[src/rtl/mem_io_pkg.sv]
// ============================================================================
//  Module  : mem_io_pkg
//  Purpose : Shared types and constants for the data-memory responder.
//  Rev     : 1.0  initial release
// ============================================================================
`default_nettype none

package mem_io_pkg;

    typedef enum logic [0:0] {
        IDLE = 1'b0,
        WAIT = 1'b1
    } state_t;

    // Byte offsets inside the I/O page
    localparam logic [3:0] KEYDATA_OFS = 4'h0;
    localparam logic [3:0] KEYSTAT_OFS = 4'h4;
    localparam logic [3:0] CYCLES_OFS  = 4'h8;
    localparam logic [3:0] LED_OFS     = 4'hC;

    localparam logic [31:0] DEF_DMEM_BASE = 32'h1001_0000;
    localparam logic [31:0] DEF_MMIO_BASE = 32'h1003_0000;

endpackage

`default_nettype wire

[src/rtl/key_fifo.sv]
// ============================================================================
//  Module  : key_fifo
//  Purpose : Keyboard scan-code FIFO with sticky overflow flag.
//  Rev     : 1.0  initial release
// ============================================================================
`default_nettype none

module key_fifo #(
    parameter int KEYDEPTH = 4
) (
    input  logic                        clk,
    input  logic                        reset,
    input  logic                        push,
    input  logic                        pop,
    input  logic                        clear_ovf,
    input  logic [7:0]                  din,
    output logic [7:0]                  head,
    output logic [$clog2(KEYDEPTH):0]   count,
    output logic                        full,
    output logic                        empty,
    output logic                        overflow
);
    localparam int c_AW = $clog2(KEYDEPTH);

    logic [7:0]      r_mem [KEYDEPTH];
    logic [c_AW-1:0] r_wr_ptr;
    logic [c_AW-1:0] r_rd_ptr;
    logic [c_AW:0]   r_count;
    logic            r_ovf;
    logic            w_do_pop;
    logic            w_do_push;

    assign empty    = (r_count == '0);
    assign full     = (r_count == (c_AW+1)'(KEYDEPTH));
    assign w_do_pop = pop && !empty;
    // A pop frees a slot in the same cycle, so a push into a full FIFO succeeds then
    assign w_do_push = push && (!full || w_do_pop);

    assign head     = r_mem[r_rd_ptr];
    assign count    = r_count;
    assign overflow = r_ovf;

    always_ff @(posedge clk) begin
        if (w_do_push) begin
            r_mem[r_wr_ptr] <= din;
        end
    end

    always_ff @(posedge clk or posedge reset) begin
        if (reset) begin
            r_wr_ptr <= '0;
            r_rd_ptr <= '0;
            r_count  <= '0;
            r_ovf    <= 1'b0;
        end else begin
            if (w_do_push) r_wr_ptr <= r_wr_ptr + 1'b1;
            if (w_do_pop)  r_rd_ptr <= r_rd_ptr + 1'b1;
            if (w_do_push && !w_do_pop)      r_count <= r_count + 1'b1;
            else if (!w_do_push && w_do_pop) r_count <= r_count - 1'b1;
            // A fresh overflow outranks a status-read clear
            if (push && !w_do_push) r_ovf <= 1'b1;
            else if (clear_ovf)     r_ovf <= 1'b0;
        end
    end

endmodule

`default_nettype wire

[src/rtl/mem_io_responder.sv]
// ============================================================================
//  Module  : mem_io_responder
//  Purpose : Data-memory responder: synchronous RAM with one-cycle load stall
//            plus an I/O page (key FIFO, cycle counter, LED register).
//  Rev     : 1.0  initial release
// ============================================================================
`default_nettype none

module mem_io_responder
    import mem_io_pkg::*;
#(
    parameter int          Nloc      = 64,
    parameter int          Dbits     = 32,
    parameter int          KEYDEPTH  = 4,
    parameter logic [31:0] DMEM_BASE = DEF_DMEM_BASE,
    parameter logic [31:0] MMIO_BASE = DEF_MMIO_BASE
) (
    input  logic             clk,
    input  logic             reset,
    input  logic [31:0]      mem_addr,
    input  logic             mem_rd,
    input  logic             mem_wr,
    input  logic [Dbits-1:0] mem_writedata,
    output logic [Dbits-1:0] mem_readdata,
    output logic             cpu_enable,
    input  logic             key_valid,
    input  logic [7:0]       key_code,
    output logic [15:0]      led
);
    localparam int c_AW = $clog2(Nloc);
    localparam int c_CW = $clog2(KEYDEPTH) + 1;

    logic [Dbits-1:0] r_ram [Nloc];
    logic [Dbits-1:0] r_ram_word;
    logic [Dbits-1:0] r_cycles;
    logic [15:0]      r_led;
    state_t           r_state;

    logic [31:0]      w_ram_off;
    logic             w_ram_hit;
    logic [c_AW-1:0]  w_ram_idx;
    logic             w_io_hit;
    logic [3:0]       w_io_ofs;
    logic             w_stall;
    logic             w_io_rd;
    logic [Dbits-1:0] w_keystat;
    logic [7:0]       w_head;
    logic [c_CW-1:0]  w_count;
    logic             w_full;
    logic             w_empty;
    logic             w_ovf;
    logic             w_unused;

    // Offset compare also rejects addresses below the base (they wrap high)
    assign w_ram_off = mem_addr - DMEM_BASE;
    assign w_ram_hit = (w_ram_off < 32'(4 * Nloc));
    assign w_ram_idx = mem_addr[c_AW+1:2];
    assign w_io_hit  = (mem_addr[31:4] == MMIO_BASE[31:4]);
    assign w_io_ofs  = {mem_addr[3:2], 2'b00};
    assign w_unused  = ^{mem_addr[1:0], w_full};

    // Simultaneous rd/wr is treated as a write, so it never stalls
    assign w_stall    = (r_state == IDLE) && mem_rd && !mem_wr && w_ram_hit;
    assign cpu_enable = !w_stall;
    assign w_io_rd    = mem_rd && !mem_wr && w_io_hit && cpu_enable;
    assign led        = r_led;

    key_fifo #(.KEYDEPTH(KEYDEPTH)) u_key_fifo (
        .clk       (clk),
        .reset     (reset),
        .push      (key_valid),
        .pop       (w_io_rd && (w_io_ofs == KEYDATA_OFS)),
        .clear_ovf (w_io_rd && (w_io_ofs == KEYSTAT_OFS)),
        .din       (key_code),
        .head      (w_head),
        .count     (w_count),
        .full      (w_full),
        .empty     (w_empty),
        .overflow  (w_ovf)
    );

    always_comb begin
        w_keystat             = '0;
        w_keystat[8]          = w_ovf;
        w_keystat[c_CW-1:0]   = w_count;
    end

    always_comb begin
        mem_readdata = '0;
        if (r_state == WAIT) begin
            mem_readdata = r_ram_word;
        end else if (mem_rd && w_io_hit) begin
            case (w_io_ofs)
                KEYDATA_OFS: mem_readdata = w_empty ? '0 : Dbits'(w_head);
                KEYSTAT_OFS: mem_readdata = w_keystat;
                CYCLES_OFS:  mem_readdata = r_cycles;
                LED_OFS:     mem_readdata = Dbits'(r_led);
                default:     mem_readdata = '0;
            endcase
        end
    end

    always_ff @(posedge clk) begin
        if (mem_wr && w_ram_hit && cpu_enable) begin
            r_ram[w_ram_idx] <= mem_writedata;
        end
    end

    always_ff @(posedge clk or posedge reset) begin
        if (reset) begin
            r_state    <= IDLE;
            r_ram_word <= '0;
        end else begin
            case (r_state)
                IDLE: begin
                    if (w_stall) begin
                        r_ram_word <= r_ram[w_ram_idx];
                        r_state    <= WAIT;
                    end
                end
                WAIT:    r_state <= IDLE;
                default: r_state <= IDLE;
            endcase
        end
    end

    always_ff @(posedge clk or posedge reset) begin
        if (reset) begin
            r_cycles <= '0;
            r_led    <= '0;
        end else begin
            if (mem_wr && cpu_enable && w_io_hit && (w_io_ofs == CYCLES_OFS))
                r_cycles <= mem_writedata;
            else
                r_cycles <= r_cycles + 1'b1;
            if (mem_wr && cpu_enable && w_io_hit && (w_io_ofs == LED_OFS))
                r_led <= mem_writedata[15:0];
        end
    end

endmodule

`default_nettype wire

[config.mk]
export PLATFORM = sky130hd
export DESIGN_NAME = mem_io_responder
export DESIGN_NICKNAME = d
export VERILOG_FILES = /design/src/rtl/mem_io_pkg.sv /design/src/rtl/key_fifo.sv /design/src/rtl/mem_io_responder.sv
export SDC_FILE = /design/constraint.sdc
export NUM_CORES = 2
export LEC_CHECK = 0
export CAP_MARGIN = 20
export CORE_UTILIZATION = 56
export DETAILED_ROUTE_END_ITERATION = 10
export PLACE_DENSITY = 0.8
export SLEW_MARGIN = 10
export SYNTH_ARGS = -nofsm -noshare
export SYNTH_HDL_FRONTEND = slang
export SYNTH_SLANG_ARGS = --single-unit
[constraint.sdc]
create_clock -name clk -period 2.6 [get_ports clk]
set_input_delay 0.26 -clock clk [delete_from_list [all_inputs] [get_ports clk]]
set_output_delay 0.26 -clock clk [all_outputs]
set_load 0.01 [all_outputs]
==> key figures <==
Timing
  – Final Critical Period: 3.01 ns
  – Setup TNS: -2.43 ns
  – Final count of negative-setup-slack endpoints: 10
  – Final Max Slew Viols: 0
  – Unrepaired setup endpoints after global routing: yes
  – Fmax: 332 MHz
  – Worst setup margin: -0.414 ns
  – Worst slew pin tran: 1.11 ns
  – Final hold viol count: 0
  – Worst slew margin: 0.259
  – Ratio of final minimum period to clock period: 1.16
  – Worst Clk Skew: 0.0622 ns

Yosys
  – Yosys warning count: 0
  – Syn avg cell area: 20.0 um2
  – Asr flop ratio synth: 0.0410
  – Yosys cell types: 85
  – #FFs+latches synth: 2169
  – Yosys top cell area share: 0.738
  – Syn_nets: 4312
  – Post-synth EDFFs: 2080
  – Register area share after synthesis: 0.765
  – Top area cells in the synthesized netlist: edfxtp_1, mux4_2, mux2i_1, dfrtp_1, a22oi_1
  – Synth Instances: 4228
  – Yosys top cell by area: edfxtp_1
  – Top FF cell, synth: edfxtp_1
  – Cell Area, Synth: 84600 um2

Clock network
  – Worst-path clk slew: 0.06 ns
  – # clock sinks: 2169
  – CTS Buffer Depth: 3
  – Clock Latency Late Sink: 0.86 ns
  – CTS Buf Count: 204
  – H-Tree Depth: 4
  – CTS tree: built
  – CTS root buffer: clkbuf_16

Floorplan
  – Die Y: 391 um
  – Initial Utilization: 0.564
  – Core Area: 150000 um2
  – Die Area: 153000 um2
  – Chip width: 391 um
  – Number of cell rows: 142
  – IO Pins: 126

Critical path
  – Critical Path End Type: output pin
  – Top cell family by delay on the critical path: multiplexers
  – Crit path buffers/inverters: 3
  – Largest stage delay, worst path: 0.54 ns
  – Worst endpoint data arrival time: 2.75 ns
  – CP Class: reg -> out
  – Startpoint class of the critical path: flip-flop
  – Max FO, Critical Path: 4
  – R2R depth: 8
  – Worst path slowest cell: mux4_2
  – Critical path depth: 6
  – Cell breakdown of the critical path: buf_6 > mux4_2 > a222oi_1 > buf_4 > o21ai_2 > buf_2
  – CP required: 2.34 ns

GRT
  – Largest net degree at the start of global routing: 67
  – Vias in the first global route: 49519
  – First-pass GRT wire length: 379000 um
  – Grt total ovfl: 0
  – Initial antenna violation count: 21
  – Total track usage: 0.363

Finish
  – Final net count: 5230
  – Layout Cells excl Fill: 7344
  – Leading cell type in the layout, fill and taps excluded: edfxtp_1
  – Most frequent cells in the layout: edfxtp_1, buf_4, mux4_2
  – Area grow syn2layout: 21.8%
  – Final Cell Area: 103000 um2
  – Layout cell share with drive strength beyond 1: 0.327

Route
  – Routed vias: 50970
  – Final WL: 275000 um
  – Pre-antenna DRT Iters: 8
  – Antenna-violating nets left: 0
  – Initial DRC count: 8084
  – Vias per cell: 6.94
  – Residual DRC: 0
  – Wire length per cell: 37.5 um

Power and ir drop
  – Peak VDD IR: 0.000665 V
  – Power Density: 719 nW/um2
  – Leak Pwr: 35.5 nW
  – Total Power Consumption: 74.2 mW

Place
  – Routability cong.: 1.05
  – Place WS: -0.879 ns
  – Placed Area: 95900 um2
  – Port Buffer Count: 123
  – Cell count after placement: 6915
  – Post-DP HPWL: 181000 um

Min path
  – Hold Path Depth: 3
  – Hold Path Class: in -> reg

Run status
  – Failing checks: negative setup slack
  – Outcome: complete, but fails checks

Flow run
  – Max-cap violation count: 0
synth_stat cells, types with 6 or more instances:
library cell,instances
buf_1,28
a31oi_1,20
a22oi_1,104
o32ai_1,10
a21oi_1,109
o21ai_0,48
mux2i_1,273
buf_2,72
mux2_4,10
xnor2_1,28
dfrtp_1,89
nor4_1,20
mux2_2,56
a2111oi_0,14
mux4_2,380
a211oi_1,15
nor3_1,101
and3_1,10
o221ai_1,13
ha_1,6
a221oi_1,15
nand2b_1,10
nand3_1,35
xor2_1,9
o211ai_1,20
a22o_1,19
inv_1,16
clkbuf_1,85
and2_1,8
edfxtp_1,2080
o22ai_1,76
buf_6,7
nor2_1,145
buf_4,54
nand2_1,117
nor2b_1,14
nand4_1,15
metrics by stage:
step                hold slack [ns]   util
global route                 0.0366  0.687
floorplan                     0.359      -
CTS                         0.00213  0.687
detailed placement            0.499  0.639
finish                       0.0534  0.687
global placement              0.487  0.639
final cells by class:
cell class                 count  area [um2]
tap                         2016        2520
clock inverter               123        1360
sequential                  2169       64700
fill                        8952       46900
timing repair buffer         958        9520
inverter                      17        68.8
multi-input combinational   1796       19500
clock buffer                 255        5440
antenna                       10        25.0
logic make-up (layout without fill, tap and decap cells):
group | after synthesis | count (layout) | share of synthesized area
xor gates and xnor gates | 37 | 37 | 0.00383
other | 0 | 10 | 0
buffers and inverters | 263 | 1353 | 0.0157
muxes | 720 | 720 | 0.143
AOI/OAI and AO/OA | 494 | 494 | 0.0395
and+or+nand+nor | 538 | 538 | 0.0325
adders and majority gates | 7 | 7 | 0.00112
DFF | 2169 | 2169 | 0.765
registers in the layout (all words and copies together) (netlist names):
| name | count |
|---|---|
| led | 16 |
| r_cycles | 32 |
| r_ram | 2048 |
| r_ram_word | 32 |
| r_state | 1 |
| u_key_fifo.count | 3 |
| u_key_fifo.overflow | 1 |
| u_key_fifo.r_mem | 32 |
| u_key_fifo.r_rd_ptr | 2 |
| u_key_fifo.r_wr_ptr | 2 |
per-layer routing:
layer / up-vias / GRT usage / wire length, um
met5: - / 0.00510 / 269
met1: 25859 / 0.466 / 90000
li1: 19410 / - / -
met3: 957 / 0.131 / 43000
met4: 24 / 0.193 / 17800
met2: 4720 / 0.544 / 124000
worst reg2reg max path: cells and delay by family, from the launching register on:
family	cells	cell delay, ns
compound gates	3	0.75
mux	1	0.58
simple gates	2	0.39
flops	1	0.38
buf+inv	2	0.38
power breakdown:
part           switching (mW)  internal (mW)  leakage [nW]
clock                    13.1           17.3          3.30
combinational            3.27           1.94          12.5
sequential             0.0855           38.4          19.8
worst paths after layout:
check,from,to,slack (ns)
min in group asynchronous,reset,led[2],0.38
max in group asynchronous,reset,led[9],1.54
hold reg to reg,r_cycles[0],r_cycles[0],0.51
hold / removal,mem_writedata[3],r_cycles[3],0.05
setup / recovery,u_key_fifo.r_rd_ptr[0],mem_readdata[0],-0.41
setup reg to reg,r_ram[15][10],r_ram_word[10],0.03
what timing repair did:
| item | CTS | global route |
|---|---|---|
| pin swaps | 18 | 9 |
| cloned | 1 | 0 |
| buffers inserted | 16 | 3 |
| endpoints found under the hold margin | 695 | 0 |
| hold buffers | 21 | 0 |
| resized for setup | 138 | 14 |
| endpoints found under the setup margin | 34 | 35 |
(Power assumes the default switching activity.)
